`src/rtl/messbauer_channel_sequencer.sv`:
```
// Start/channel pulse sequencer feeding the velocity generator and spectrum accumulator.
// Optional: define MESSBAUER_CHANNEL_SEQUENCER_ABORT_EN to abort a sweep when enable drops.
module messbauer_channel_sequencer #(
   parameter int CHANNEL_NUMBER      = 512,
   parameter int CHANNEL_INDEX_WIDTH = 9,
   parameter int CHANNEL_PERIOD_CLK  = 100,
   parameter int PULSE_WIDTH_CLK     = 10,
   parameter int START_WIDTH_CLK     = 20,
   parameter int SWEEP_COUNT_WIDTH   = 16
) (
   input  logic                           clk,
   input  logic                           rst,
   input  logic                           enable,
   output logic                           start,
   output logic                           channel,
   output logic [CHANNEL_INDEX_WIDTH-1:0] channel_index,
   output logic [SWEEP_COUNT_WIDTH-1:0]   sweep_count,
   output logic                           busy,
   output logic                           sweep_done
);

   localparam int CNT_MAX = (START_WIDTH_CLK > CHANNEL_PERIOD_CLK) ?
                            START_WIDTH_CLK : CHANNEL_PERIOD_CLK;
   localparam int CNT_W   = $clog2(CNT_MAX + 1);
   localparam int IW      = CHANNEL_INDEX_WIDTH;
   localparam int SW      = SWEEP_COUNT_WIDTH;

   localparam logic [CNT_W-1:0] START_LAST = CNT_W'(START_WIDTH_CLK - 1);
   localparam logic [CNT_W-1:0] SLOT_LAST  = CNT_W'(CHANNEL_PERIOD_CLK - 1);
   localparam logic [CNT_W-1:0] PULSE_END  = CNT_W'(PULSE_WIDTH_CLK);
   localparam logic [IW-1:0]    IDX_LAST   = IW'(CHANNEL_NUMBER - 1);

   typedef enum logic [1:0] {
      S_IDLE,
      S_START,
      S_RUN
   } state_e;

   state_e           state_q, state_d;
   logic [CNT_W-1:0] cnt_q, cnt_d;
   logic [IW-1:0]    idx_q, idx_d;
   logic [SW-1:0]    sweep_count_q, sweep_count_d;
   logic             start_q, start_d;
   logic             channel_q, channel_d;
   logic             busy_q, busy_d;
   logic             sweep_done_q, sweep_done_d;

   always_ff @(posedge clk) begin
      if (rst) begin
         state_q       <= S_IDLE;
         cnt_q         <= '0;
         idx_q         <= '0;
         sweep_count_q <= '0;
         start_q       <= 1'b0;
         channel_q     <= 1'b0;
         busy_q        <= 1'b0;
         sweep_done_q  <= 1'b0;
      end else begin
         state_q       <= state_d;
         cnt_q         <= cnt_d;
         idx_q         <= idx_d;
         sweep_count_q <= sweep_count_d;
         start_q       <= start_d;
         channel_q     <= channel_d;
         busy_q        <= busy_d;
         sweep_done_q  <= sweep_done_d;
      end
   end

   // cnt_q counts START clocks in START and the slot position in RUN
   always_comb begin
      state_d = state_q;
      cnt_d   = cnt_q;
      idx_d   = idx_q;
      unique case (state_q)
         S_IDLE: begin
            if (enable) begin
               state_d = S_START;
               cnt_d   = '0;
               idx_d   = '0;
            end
         end
         S_START: begin
            if (cnt_q == START_LAST) begin
               state_d = S_RUN;
               cnt_d   = '0;
            end else begin
               cnt_d = cnt_q + 1'b1;
            end
         end
         S_RUN: begin
            if (cnt_q == SLOT_LAST) begin
               cnt_d = '0;
               if (idx_q == IDX_LAST) begin
                  idx_d   = '0;
                  state_d = enable ? S_START : S_IDLE;
               end else begin
                  idx_d = idx_q + 1'b1;
               end
            end else begin
               cnt_d = cnt_q + 1'b1;
            end
         end
         default: begin
            state_d = S_IDLE;
            cnt_d   = '0;
            idx_d   = '0;
         end
      endcase
`ifdef MESSBAUER_CHANNEL_SEQUENCER_ABORT_EN
      if (state_q != S_IDLE && !enable) begin
         state_d = S_IDLE;
         cnt_d   = '0;
         idx_d   = '0;
      end
`endif
   end

   // Outputs are decoded from the next state so they land in flops
   always_comb begin
      start_d       = (state_d == S_START);
      busy_d        = (state_d != S_IDLE);
      channel_d     = (state_d == S_RUN) && (cnt_d < PULSE_END);
      sweep_done_d  = (state_d == S_RUN) && (cnt_d == SLOT_LAST) &&
                      (idx_d == IDX_LAST);
      sweep_count_d = sweep_count_q + SW'(sweep_done_d);
   end

   assign start         = start_q;
   assign channel       = channel_q;
   assign channel_index = idx_q;
   assign sweep_count   = sweep_count_q;
   assign busy          = busy_q;
   assign sweep_done    = sweep_done_q;

endmodule

```
`config.mk`:
```
export PLATFORM = sky130hd
export DESIGN_NAME = messbauer_channel_sequencer
export DESIGN_NICKNAME = d
export VERILOG_FILES = /design/src/rtl/messbauer_channel_sequencer.sv
export SDC_FILE = /design/constraint.sdc
export NUM_CORES = 1
export LEC_CHECK = 0
export CAP_MARGIN = 20
export CORE_MARGIN = 2
export CORE_UTILIZATION = 45
export CTS_BUF_LIST = sky130_fd_sc_hd__clkbuf_16
export DETAILED_ROUTE_END_ITERATION = 8
export GPL_ROUTABILITY_DRIVEN = 0
export PLACE_DENSITY = 0.75
export SLEW_MARGIN = 20
export SYNTH_ARGS = -nofsm -noshare
export SYNTH_HDL_FRONTEND = slang
export SYNTH_SLANG_ARGS = --single-unit
export TNS_END_PERCENT = 5
```
`constraint.sdc`:
```
create_clock -name clk -period 4.2 [get_ports clk]
set_input_delay 1.05 -clock clk [delete_from_list [all_inputs] [get_ports clk]]
set_output_delay 1.05 -clock clk [all_outputs]
set_load 0.01 [all_outputs]
```
==> flow_summary.yaml <==
synthesis:
  synth-edff-count: 0
  syn_area_per_cell_um2: 8.39
  async_reset_ff_share_pct: 0
  syn_nets: 248
  syn_inst: 240
  syn-cell-area_um2: 2010
  ys_ff_latch: 38
  seq_area_frac_synth_pct: 37.8
  synth_cell_type_count: 51
  ys.flop_type: "dfxtp_1"
  ys_warn_count: 0
floorplanning:
  coreArea_um2: 4320
  initial_utilization_pct: 46.6
  ios: 32
  die_h_um: 70.9
  num_rows: 24
  die_area_um2: 5020
  dieWidth_um: 70.9
clock_tree:
  path_clk_slew_ns: 0.05
  cts_setup_buffers: 0
  root_buffer: "clkbuf_16"
  cts_made_buffers: 5
  cts_tree: "built"
  clock_latency_ns: 0.28
  cts_max_path_buffers: 2
  cts.sinks: 38
  cts_htree_levels: 2
route:
  drt_first_iter_violations: 187
  totalWireLength_um: 5580
  vias: 2039
  drt-wirelength-per-cell_um: 15.7
  vias_per_cell: 5.74
  drt_pre_antenna_iters: 4
  drc: 0
  ant_nets: 0
worst_setup_path:
  crit_path_cell_trace: "clkdlybuf4s50_1, nor2b_1, a221oi_2, buf_4, a32o_1, nand3b_1, or4_1, nor4_4, ha_2, nand3_1, buf_4, nor2_2, nand3_1, xor2_1, nor2_1"
  r2r-end: "sweep_count[9]$_SDFF_PP0_"
  start_kind: "input port"
  timing.rr.start: "channel_index[0]$_SDFF_PP0_"
  crit_path_end_kind: "flip-flop"
  r2r_slack_ns: 0.26
  crit_cells: 15
  required_ns: 4.36
  cpLargestDelayFamily: "simple AND/OR/NAND/NOR gates"
  path_buf_inv: 3
  cp-startpoint: "enable"
  crit_path_end: "sweep_count[9]$_SDFF_PP0_"
  arrival_ns: 4.16
  cpMaxStageDelayCell: "or4_1"
  crit_path_max_incr_delay_ns: 0.49
  reg2regPathDepth: 19
  path_class: "in -> reg"
  cp_max_fo: 4
power:
  cellLeakagePower_nw: 1.09
  power.total_mw: 0.832
  ir_drop_uv: 284
  power_density_nw_per_um2: 291
layout:
  nNetsFinal: 310
  final_common_cell: "dfxtp_1"
  final_cell_mix: "38 x dfxtp_1, 31 x clkdlybuf4s50_1, 30 x nor2_1, 30 x buf_4, 16 x nand2_1"
  fin_util_pct: 66.2
  fillCellCount: 356
  fin_area_um2: 2860
  area_growth_pct: 42.1
  drive_above_1_share_pct: 19.5
  antennaDiodeCount: 0
grt:
  overflow: 0
  grt_pass1_wl_um: 9490
  grt_pass1_vias: 2047
  grt_use_total_pct: 23.6
  antenna_found_initial: 0
  grt_max_degree: 26
timing:
  finalMaxSlewViolations: 0
  min_period_ns: 4.00
  fin_skew_ns: 0.00648
  hold_violations: 0
  setup-tns-final_ns: 0
  slew_headroom_pct: 50.5
  rsz0062_at_grt: "false"
  max_freq_ghz: 0.250
  setup_viol: 0
  finalCritPeriodShare_pct: 95.1
  tightestPinTransition_ns: 0.736
placed_design:
  port_buffers: 31
  dpl_cell_area_um2: 2590
  dp_hpwl_um: 3860
hold_path:
  hp-class: "reg -> reg"
outcome:
  outcome: "finished, final reports clean"
job:
  max_cap_viol_count: 0
## power by group
| part | leakage, nW | switching (mW) | internal [mW] | total [mW] |
|---|---|---|---|---|
| Clock | 0.0836 | 0.141 | 0.277 | 0.418 |
| Sequential | 0.307 | 0.00197 | 0.364 | 0.366 |
| Combinational | 0.697 | 0.0272 | 0.0200 | 0.0471 |
| Total | 1.09 | 0.170 | 0.662 | 0.832 |
## how the worst min path moves through the flow
stage                                   start                         to  cells after the start
floorplan                 cnt_q[1]$_SDFF_PP0_        cnt_q[1]$_SDFF_PP0_                      2
global placement    sweep_count[6]$_SDFF_PP0_  sweep_count[6]$_SDFF_PP0_                      2
detailed placement  sweep_count[6]$_SDFF_PP0_  sweep_count[6]$_SDFF_PP0_                      2
CTS                 sweep_count[6]$_SDFF_PP0_  sweep_count[6]$_SDFF_PP0_                      2
global route        sweep_count[6]$_SDFF_PP0_  sweep_count[6]$_SDFF_PP0_                      2
finish              sweep_count[6]$_SDFF_PP0_  sweep_count[6]$_SDFF_PP0_                      2
## synth_stat cells (2+ instances only)
library cell / number / area [µm²]
and4_1: 2 / 17.5
or2_2: 2 / 12.5
a32oi_1: 2 / 17.5
nor2_1: 32 / 120
or4_1: 2 / 15.0
a31oi_1: 3 / 18.8
nor3_1: 5 / 25.0
nand3b_1: 3 / 22.5
a311oi_1: 2 / 17.5
ha_1: 5 / 62.6
nand3_1: 13 / 65.1
dfxtp_1: 38 / 761
a32o_1: 2 / 20.0
nor4_1: 4 / 25.0
a211o_1: 2 / 17.5
nor4bb_1: 2 / 20.0
o21ai_0: 12 / 60.1
o211ai_1: 5 / 37.5
nand4_1: 3 / 18.8
a21oi_1: 10 / 50.1
clkbuf_1: 6 / 22.5
xor2_1: 11 / 96.3
inv_1: 7 / 26.3
a221oi_1: 2 / 17.5
xnor2_1: 3 / 26.3
nor2b_1: 12 / 75.1
and3_1: 2 / 12.5
a211oi_1: 2 / 15.0
and2_1: 3 / 18.8
nand2_1: 17 / 63.8
nand2b_1: 3 / 18.8
or3_1: 2 / 12.5
nor3b_1: 3 / 22.5
## routing by layer
layer	GRT usage, %	part of all wire (%)
met3	4.99	5.3
met4	10.9	2.7
met2	39.3	49
met5	0	0
met1	29.3	43
## sequential cells by signal, summed over array words and instances, names as in the netlist
register	cells
state_q	2
sweep_done	1
busy	1
cnt_q	7
start	1
sweep_count	16
channel_index	9
channel	1
## worst reg2reg max path, delay by kind of cell (launching register included)
kind | cells | cell delay, ns
compound gates | 3 | 0.55
flops | 1 | 0.31
fa+ha+maj | 3 | 0.62
xor+xnor | 1 | 0.15
buf+inv | 2 | 0.35
simple gates | 10 | 1.85
## layout make-up
cell class	count	area [µm²]	share of cell area, %
Clock buffer	5	125	4.37
Timing Repair Buffer	61	536	18.7
Multi-Input combinational cell	189	1310	45.7
Sequential cell	38	761	26.6
Inverter	7	26.3	0.918
Clock inverter	3	40.0	1.40
Tap cell	52	65.1	2.27
## through the flow
stage	cells	setup slack, ns	hold slack [ns]
6_report	355	0.204	0.515
5_1_grt	355	0.0224	0.565
4_1_cts	355	-0.0356	0.521
3_5_place_dp	347	-0.174	0.514
3_3_place_gp	347	-0.119	0.496
2_1_floorplan	240	0.0566	0.497
## cells by family after synthesis
| family | Yosys count | share of synthesized area, % |
|---|---|---|
| AND/OR/NAND/NOR | 122 | 34.7 |
| buffers and inverters | 13 | 2.42 |
| flip-flops | 38 | 37.8 |
| adder cells (fa/ha/maj) | 5 | 3.11 |
| XOR/XNOR | 14 | 6.09 |
| AO/OA/AOI/OAI | 48 | 15.9 |
## repair_timing
action / CTS / global route
gates resized for setup: 4 / 16
setup endpoints to repair: 9 / 11
hold buffers: 0 / 0
pin swaps: 1 / 4
(Power assumes the default switching activity.)
